**src/rtl/mo_pkg.sv**
```systemverilog
// Shared definitions for the cartridge loader: cartridge geometry, FSM states
// and the default download index that selects a cartridge image.
package mo_pkg;

    localparam int CART_BYTES = 16384;
    localparam int CART_AW    = 14;

    localparam logic [7:0] DEFAULT_CART_INDEX = 8'd1;

    typedef enum logic [1:0] {
        ST_IDLE,
        ST_LOAD,
        ST_FILL,
        ST_DONE
    } state_t;

endpackage

```
**src/rtl/cart_loader.sv**
```systemverilog
// Cartridge loader: copies an HPS file download into cartridge RAM, pads the
// unloaded tail with FILL_BYTE, and reports size, checksum and overflow.
module cart_loader
    import mo_pkg::*;
#(
    parameter logic [7:0] CART_INDEX = DEFAULT_CART_INDEX,
    parameter logic [7:0] FILL_BYTE  = 8'hFF
) (
    input  logic                clk,
    input  logic                reset_n,
    input  logic                ioctl_download,
    input  logic [7:0]          ioctl_index,
    input  logic                ioctl_wr,
    input  logic [24:0]         ioctl_addr,
    input  logic [7:0]          ioctl_dout,
    output logic                ioctl_wait,
    output logic [CART_AW-1:0]  mem_addr,
    output logic [7:0]          mem_din,
    output logic                mem_we,
    output logic                cart_inserted,
    output logic [14:0]         cart_size,
    output logic [7:0]          cart_sum,
    output logic                overflow
);

    state_t               state_q, state_d;
    logic                 dl_prev_q, dl_prev_d;
    logic                 armed_q, armed_d;
    logic                 pending_q, pending_d;
    logic [CART_AW-1:0]   fill_addr_q, fill_addr_d;
    logic [CART_AW-1:0]   mem_addr_q, mem_addr_d;
    logic [7:0]           mem_din_q, mem_din_d;
    logic                 mem_we_q, mem_we_d;
    logic                 wait_q, wait_d;
    logic                 ins_q, ins_d;
    logic [14:0]          size_q, size_d;
    logic [7:0]           sum_q, sum_d;
    logic                 ovf_q, ovf_d;

    // armed_q keeps a download that is already high at reset release from
    // looking like a fresh rising edge.
    logic        dl_rise, dl_fall, start, wr_ok, in_range;
    logic [14:0] addr_plus1;

    assign dl_rise    = ioctl_download & ~dl_prev_q & armed_q;
    assign dl_fall    = ~ioctl_download & dl_prev_q;
    assign start      = dl_rise && (ioctl_index == CART_INDEX);
    assign wr_ok      = ioctl_wr && (ioctl_index == CART_INDEX);
    assign in_range   = (ioctl_addr[24:CART_AW] == '0);
    assign addr_plus1 = {1'b0, ioctl_addr[CART_AW-1:0]} + 15'd1;

    // Next-state and output computation for the IDLE/LOAD/FILL/DONE sequence.
    always_comb begin
        state_d     = state_q;
        dl_prev_d   = ioctl_download;
        armed_d     = armed_q | ~ioctl_download;
        pending_d   = pending_q;
        fill_addr_d = fill_addr_q;
        mem_addr_d  = mem_addr_q;
        mem_din_d   = mem_din_q;
        mem_we_d    = 1'b0;
        ins_d       = ins_q;
        size_d      = size_q;
        sum_d       = sum_q;
        ovf_d       = ovf_q;

        case (state_q)
            ST_IDLE, ST_DONE: begin
                if (start) begin
                    state_d = ST_LOAD;
                    size_d  = '0;
                    sum_d   = '0;
                    ovf_d   = 1'b0;
                    ins_d   = 1'b0;
                end
            end
            ST_LOAD: begin
                if (wr_ok) begin
                    if (in_range) begin
                        mem_we_d   = 1'b1;
                        mem_addr_d = ioctl_addr[CART_AW-1:0];
                        mem_din_d  = ioctl_dout;
                        sum_d      = sum_q + ioctl_dout;
                        if (addr_plus1 > size_q) begin
                            size_d = addr_plus1;
                        end
                    end else begin
                        ovf_d = 1'b1;
                    end
                end
                // The decision uses size_d so a final byte in this cycle counts.
                if (dl_fall) begin
                    if (size_d == 15'(CART_BYTES)) begin
                        state_d = ST_DONE;
                        ins_d   = 1'b1;
                    end else begin
                        state_d     = ST_FILL;
                        fill_addr_d = size_d[CART_AW-1:0];
                    end
                end
            end
            ST_FILL: begin
                mem_we_d    = 1'b1;
                mem_addr_d  = fill_addr_q;
                mem_din_d   = FILL_BYTE;
                fill_addr_d = fill_addr_q + 1'b1;
                if (start) begin
                    pending_d = 1'b1;
                end
                if (fill_addr_q == '1) begin
                    if (pending_d) begin
                        // A new image arrived during padding: go straight to it.
                        state_d   = ST_LOAD;
                        pending_d = 1'b0;
                        size_d    = '0;
                        sum_d     = '0;
                        ovf_d     = 1'b0;
                        ins_d     = 1'b0;
                    end else begin
                        state_d = ST_DONE;
                        ins_d   = 1'b1;
                    end
                end
            end
            default: begin
                state_d = ST_IDLE;
            end
        endcase

        wait_d = (state_d == ST_FILL);
    end

    // State and output registers with asynchronous active-low reset.
    always_ff @(posedge clk or negedge reset_n) begin
        if (!reset_n) begin
            state_q     <= ST_IDLE;
            dl_prev_q   <= 1'b0;
            armed_q     <= 1'b0;
            pending_q   <= 1'b0;
            fill_addr_q <= '0;
            mem_addr_q  <= '0;
            mem_din_q   <= '0;
            mem_we_q    <= 1'b0;
            wait_q      <= 1'b0;
            ins_q       <= 1'b0;
            size_q      <= '0;
            sum_q       <= '0;
            ovf_q       <= 1'b0;
        end else begin
            state_q     <= state_d;
            dl_prev_q   <= dl_prev_d;
            armed_q     <= armed_d;
            pending_q   <= pending_d;
            fill_addr_q <= fill_addr_d;
            mem_addr_q  <= mem_addr_d;
            mem_din_q   <= mem_din_d;
            mem_we_q    <= mem_we_d;
            wait_q      <= wait_d;
            ins_q       <= ins_d;
            size_q      <= size_d;
            sum_q       <= sum_d;
            ovf_q       <= ovf_d;
        end
    end

    assign ioctl_wait    = wait_q;
    assign mem_addr      = mem_addr_q;
    assign mem_din       = mem_din_q;
    assign mem_we        = mem_we_q;
    assign cart_inserted = ins_q;
    assign cart_size     = size_q;
    assign cart_sum      = sum_q;
    assign overflow      = ovf_q;

endmodule

```
**config.mk**
```make
export PLATFORM = sky130hd
export DESIGN_NAME = cart_loader
export DESIGN_NICKNAME = d
export VERILOG_FILES = /design/src/rtl/mo_pkg.sv /design/src/rtl/cart_loader.sv
export SDC_FILE = /design/constraint.sdc
export NUM_CORES = 1
export LEC_CHECK = 0
export ABC_AREA = 1
export BUFFER_PORTS_ARGS = -buffer_cell sky130_fd_sc_hd__buf_2
export CAP_MARGIN = 20
export CORE_ASPECT_RATIO = 0.5
export CORE_MARGIN = 2
export CORE_UTILIZATION = 35
export CTS_BUF_LIST = sky130_fd_sc_hd__clkbuf_4 sky130_fd_sc_hd__clkbuf_8 sky130_fd_sc_hd__clkbuf_16
export DETAILED_ROUTE_END_ITERATION = 16
export HOLD_SLACK_MARGIN = 0.06
export SYNTH_ARGS = -nofsm -noshare
export SYNTH_HDL_FRONTEND = slang
export SYNTH_SLANG_ARGS = --single-unit
export TNS_END_PERCENT = 10
```
**constraint.sdc**
```tcl
create_clock -name clk -period 2.7 [get_ports clk]
set_clock_uncertainty 0.15 [all_clocks]
set_input_delay 0.27 -clock clk [delete_from_list [all_inputs] [get_ports clk]]
set_output_delay 0.27 -clock clk [all_outputs]
set_load 0.01 [all_outputs]
```
==> results of run 1 <==
synthesized netlist by cell type:
master / number
nor2_1: 49
nand4_1: 8
o21bai_1: 1
nor2_2: 10
buf_2: 1
a22oi_1: 1
buf_4: 3
o21ai_1: 7
nand3_1: 56
o21a_1: 14
clkinv_1: 1
nand2_2: 4
fa_1: 1
nor2_4: 3
clkbuf_1: 14
nor3_2: 1
inv_2: 12
nand3_2: 1
a21boi_1: 1
o21ai_0: 57
a21oi_1: 20
o211ai_1: 2
dfrtp_1: 68
a211oi_1: 1
nand2_4: 2
nand2_1: 197
inv_1: 74
o22ai_1: 9
xnor2_1: 2
nor3_1: 9
ha_1: 26
o21ai_2: 1
or2_2: 2
buf_6: 2
xor2_1: 15
state kept, by name, indices dropped and copies added (netlist names), 2 cells and up:
register,count
cart_size,15
state_q,2
fill_addr_q,14
mem_addr,14
mem_din,8
cart_sum,8
stage by stage:
stage	power, W	area (um2)	hold slack [ns]	utilization
detailed placement	0.003778	6102	0.2174	0.4724
global route	0.005581	7033	0.09930	0.5445
CTS	0.005127	6569	0.08227	0.5085
global placement	0.003764	6102	0.2228	0.4724
floorplan	0.002845	4816	-0.1756	-
finish	0.005227	7033	0.08004	0.5445
cell type report:
| type | count | area (um2) | share of cell area |
|---|---|---|---|
| clock buffers | 9 | 225.2 | 0.03202 |
| clock inverters | 7 | 98.84 | 0.01405 |
| inverters | 87 | 327.8 | 0.04661 |
| multi-input cells | 504 | 3092 | 0.4396 |
| flip-flops and latches | 68 | 1702 | 0.2419 |
| well taps | 170 | 212.7 | 0.03024 |
| repair buffers | 200 | 1375 | 0.1955 |
metal layers:
layer | track usage | share of wire | vias to the layer above
met4 | 0.05486 | 0.026 | 0
met2 | 0.3509 | 0.44 | 220
met1 | 0.3251 | 0.47 | 2532
met5 | 0 | 0 | -
met3 | 0.04521 | 0.067 | 37
li1 | - | - | 2591
worst max-delay path, stage by stage:
cell and delay [ns]:
buf_2 0.09, nand2_1 0.08, nor2_2 0.13, buf_4 0.13, nand2_1 0.10, nor2_4 0.15
nand2_1 0.07, nand2_1 0.14, ha_4 0.22, a21oi_1 0.16, nand2_1 0.13, a21oi_4 0.33
nand2_4 0.19, nand3_2 0.11, nand2_2 0.08, nor2_2 0.14, nand2_1 0.07, nor2_2 0.11
nand2_2 0.08, nand2_4 0.14, nand2_4 0.11, nand2_1 0.11, nand2_1 0.05
kinds of logic (layout without fill, tap and decap cells):
| kind of cell | count (synthesis) | count (layout) | synth area share |
|---|---|---|---|
| adders and majority gates | 27 | 27 | 0.07292 |
| AOI/OAI and AO/OA | 114 | 114 | 0.1342 |
| buffers and inverters | 107 | 303 | 0.09062 |
| DFF | 68 | 68 | 0.3593 |
| and+or+nand+nor | 342 | 346 | 0.3115 |
| xor gates and xnor gates | 17 | 17 | 0.03144 |
final timing paths:
path                                from              to  cells after the start
max                        ioctl_addr[7]  fill_addr_q[6]                     23
min                        ioctl_dout[1]      mem_din[1]                      3
max reg2reg                 cart_size[9]  fill_addr_q[6]                     18
min reg2reg                      armed_q         armed_q                      2
max in group asynchronous        reset_n     mem_addr[7]                      3
min in group asynchronous        reset_n  fill_addr_q[8]                      2
where the power goes:
part           leakage (nW)  switching, W  internal, W
sequential            0.877      0.000156      0.00128
clock                 0.156      0.000498     0.000814
combinational          2.50       0.00156     0.000922
repair_timing:
| item | 4_1_cts | 5_1_grt |
|---|---|---|
| hold buffers | 9 | 0 |
| gates resized for setup | 9 | 82 |
| hold endpoints to repair | 38 | 0 |
| endpoints found under the setup margin | 17 | 32 |
| pin swaps | 4 | 51 |
| setup buffers | 0 | 6 |
| cloned | 0 | 5 |
==> summary.txt, run 1 <==
CTS Root Cell: clkbuf_16
non-filler cells, final: 1,045
Syn-to-layout area delta: 48.51%
GRT Total Usage: 0.2259
total power divided by cell area: 743.3 nW/um2
core area: 12,920 um2
Worst Setup End Kind: flop
total die area: 14,530 um2
LEAKAGE: 3.533 nW
area leader, netlist: dfrtp_1
wire per inst: 16.21 um
vias in the first global route: 4,808
clk sink count: 68
Tcrit/Tclk final: 1.165
DRC errors left: 0
final hold violation count: 0
total gr overflow: 0
placer congestion estimate: 0.9349
Max Cap Viol: 0
Syn Inst Count: 675
Max VDD drop: 530.4 uV
min Tclk post-route: 3.145 ns
CTS buffer count: 9
DR vias/cell: 5.148
commonest non-fill, non-tap cell in the layout: nand2_1
drt total wl: 16,940 um
relative slew slack: 0.4092
Placed Cells: 1,009
Final nets: 942
die height: 86.25 um
final setup TNS: -7.013 ns
clock latency on the worst-skew pair: 0.35 ns
share of cells above drive strength 1: 0.3657
HP Class: in2reg
setup violators final: 18
violated checks: setup timing
crit path launch type: input pin
Starting Density: 0.3666
Syn Nets: 747
status: finished with violations
Max Freq: 318.0 MHz
largest net degree at the start of global routing: 39
register area share after synthesis: 0.3593
PortBufs: 93
Crit Path Max Fanout: 8
Syn Area/Cell: 7.016 um2
most frequent cells in the layout: 171 x nand2_1, 90 x buf_2, 90 x buf_4
FILL cells: 1,212
Clk pin slew, worst setup/hold paths: 0.06 ns
Slew Viols, Final: 0
CTS max path bufs: 2
Synth top area share: 0.3593
Yosys warning total: 0
Via Count: 5,380
drt first pass iters: 5
FP Rows: 29
PnR worst setup slack: -0.4448 ns
synth unique cells: 35
critical path start-end classification: in2reg
Worst Path Required: 2.78 ns
synthesized flop and latch total: 68
RSZ-0062 raised after global routing: yes
global-route wire length before repair: 25,180 um
Synth area leaders: dfrtp_1 36%, nand2_1 16%, ha_1 6.9%
Arrival @ worst endpoint: 3.22 ns
synthesized area: 4736 um2
initial antenna violation count: 0
Worst-Margin Slew: 0.8840 ns
hpwl dp: 12,740 um
setup slack at placement: -0.6874 ns
ant diodes: 0
Die Span X: 168.5 um
CTS tree: yes
htree depth: 3
register-to-register setup slack: -0.19 ns
final antenna-violating net count: 0
I/O pin count: 94
initial drt markers: 385
Note: power is estimated with default switching activity, not from simulation.
==> run 2, diff against run 1 <==
--- a/config.mk
+++ b/config.mk
@@ -14,6 +14,7 @@
 export CTS_BUF_LIST = sky130_fd_sc_hd__clkbuf_4 sky130_fd_sc_hd__clkbuf_8 sky130_fd_sc_hd__clkbuf_16
 export DETAILED_ROUTE_END_ITERATION = 16
 export HOLD_SLACK_MARGIN = 0.06
+export PLACE_DENSITY = 0.55
 export SYNTH_ARGS = -nofsm -noshare
 export SYNTH_HDL_FRONTEND = slang
 export SYNTH_SLANG_ARGS = --single-unit
==> run 2 against run 1 <==
  * The flow still finishes with violations (setup timing)
  * Total power shrank 2.1%
  * Register-to-register slack gained 0.05 ns
  * Via count shrank 3.0%
  * Die area is the same
  * Global-route usage grew 1.4 points
  * Combinational power grew 3%
  * Clock power shrank 14%
  * Fmax grew 0.39%
  * Design area grew 1.0%
  * Wire length grew 0.13%
  * Critical path type unchanged
  * Highest routed layer unchanged
==> summary.txt, run 2 (same netlist as run 1, synthesis figures left out) <==
hpwl dp: 13,000 um (+2.0%)
routed length on met1: 8597 um (+7.6%)
Via Count: 5,219 (-3.0%)
clock latency on the worst-skew pair: 0.34 ns (about the same)
met2 wire len: 7428 um (+0.76%)
Syn-to-layout area delta: 50.07%
GRT Total Usage: 0.2400 (+0.01410)
critical path start-end classification: in2reg
share of cells above drive strength 1: 0.3813 (+0.01561)
Max Cap Viol: 0 (unchanged)
die height: 86.25 um (unchanged)
drt total wl: 16,960 um (+0.13%)
initial antenna violation count: 0 (unchanged)
RSZ-0062 raised after global routing: yes
Crit Path Max Fanout: 8 (unchanged)
htree depth: 3 (unchanged)
Worst Setup End Kind: flop
total die area: 14,530 um2 (unchanged)
CTS Root Cell: clkbuf_16
final antenna-violating net count: 0 (unchanged)
Crit-path slowest cell: ha_1
vias in the first global route: 4,989 (+3.8%)
relative slew slack: 0.4463 (+0.03706)
max reg flops: 15 (unchanged)
FP Rows: 29 (unchanged)
ant diodes: 0 (unchanged)
setup slack at placement: -0.8846 ns (-0.1972 ns)
largest net degree at the start of global routing: 44 (+13%)
Tcrit/Tclk final: 1.160 (-0.004552)
Slew Viols, Final: 0 (unchanged)
initial drt markers: 337 (-12%)
wire per inst: 16.01 um (-1.2%)
CTS tree: yes
DR vias/cell: 4.928 (-4.3%)
violated checks: setup timing
Worst-Margin Slew: 0.8286 ns (-0.05546 ns)
global-route wire length before repair: 26,830 um (+6.6%)
min Tclk post-route: 3.132 ns (-0.01229 ns)
Die Span X: 168.5 um (unchanged)
Arrival @ worst endpoint: 3.21 ns (about the same)
setup violators final: 21 (+3)
crit path launch type: input pin
Worst Path Required: 2.78 ns (about the same)
I/O pin count: 94 (unchanged)
HP Class: in2reg
PnR worst setup slack: -0.4325 ns (+0.01229 ns)
LEAKAGE: 3.584 nW (+1.4%)
most frequent cells in the layout: 164 x nand2_1, 102 x buf_4, 89 x buf_2
Clk pin slew, worst setup/hold paths: 0.06 ns (about the same)
final setup TNS: -7.004 ns (+0.009060 ns)
Final nets: 956 (+1.5%)
Max VDD drop: 341.3 uV (-36%)
Max Freq: 319.2 MHz (+0.39%)
placer congestion estimate: 0.9491 (+1.5%)
clk sink count: 68 (unchanged)
commonest non-fill, non-tap cell in the layout: nand2_1
DRC errors left: 0 (unchanged)
PortBufs: 93 (unchanged)
total power divided by cell area: 720.3 nW/um2 (-3.1%)
wire length on met3: 750 um (-34%)
hold slack: 0.09853 ns (+0.01850 ns)
slowest stage delay, CP: 0.29 ns (-0.04 ns)
status: finished with violations
Starting Density: 0.3666 (unchanged)
drt first pass iters: 7 (+2)
total gr overflow: 0 (unchanged)
CTS max path bufs: 2 (unchanged)
Core Util, Final: 0.5502 (+0.005714)
CTS buffer count: 9 (unchanged)
top sig layer: met4
final hold violation count: 0 (unchanged)
core area: 12,920 um2 (unchanged)
-- run 2: cell types whose count changed in the layout (fill, tap and decap cells not counted), sizes merged --
| cell | change |
|---|---|
| clkinvlp | +1 |
| inv | -1 |
| clkbuf | +1 |
| nand2 | -1 |
| buf | +16 |
| bufinv | -2 |
-- run 2: final timing paths --
path / slack [ns] / start / to / cells past startpoint
hold reg to reg: 0.31 / armed_q / armed_q / 2
min in group asynchronous: 0.38 / reset_n / fill_addr_q[11] / 2
hold / removal: 0.1 / ioctl_dout[1] / mem_din[1] / 3
max in group asynchronous: 1.33 / reset_n / cart_sum[1] / 3
setup reg to reg: -0.14 / cart_size[14] / fill_addr_q[12] / 20
setup / recovery: -0.43 / ioctl_addr[0] / fill_addr_q[12] / 25
-- run 2: area by class of cell --
| cell class | count | area, um2 |
|---|---|---|
| Timing Repair Buffer | 215 | 1491 |
| Clock buffer | 11 | 246.5 |
| Sequential cell | 68 | 1702 |
| Tap cell | 170 | 212.7 |
| Inverter | 87 | 330.3 |
| Multi-Input combinational cell | 503 | 3087 |
| Fill cell | 1241 | 5811 |
| Clock inverter | 5 | 37.54 |
-- run 2: layer usage --
layer | global-route usage | vias up
li1 | - | 2614
met1 | 0.3549 | 2448
met2 | 0.3689 | 142
met3 | 0.03973 | 15
met4 | 0.05408 | 0
met5 | 0 | -
-- run 2: timing repair --
action                                 CTS  global route
gates cloned                             2             1
pin swaps                               34            35
setup buffers                            7             8
setup endpoints to repair               22            40
gates resized for setup                 55            47
endpoints found under the hold margin   39             0
hold buffers                             9             0
-- run 2: where the power goes --
| group | switching [W] | leakage [nW] | internal, W |
|---|---|---|---|
| combinational | 0.00159 | 2.57 | 0.000955 |
| clock | 0.000470 | 0.135 | 0.000659 |
| sequential | 0.000162 | 0.877 | 0.00128 |
| total | 0.00223 | 3.58 | 0.00289 |
-- run 2: through the flow --
stage          instances  power [W]  area [um2]
2_1_floorplan        675   0.002845        4816
3_3_place_gp        1016   0.003799        6155
3_5_place_dp        1016   0.003819        6155
4_1_cts             1050   0.005047        6824
5_1_grt             1059   0.005492        7107
6_report            1059   0.005119        7107
-- run 2: worst max-delay path: cells and delay by family --
kind / cells / cell delay (ns)
adder cells (fa/ha/maj): 2 / 0.43
buffers and inverters: 4 / 0.46
AND/OR/NAND/NOR: 18 / 1.82
AO/OA/AOI/OAI: 1 / 0.20
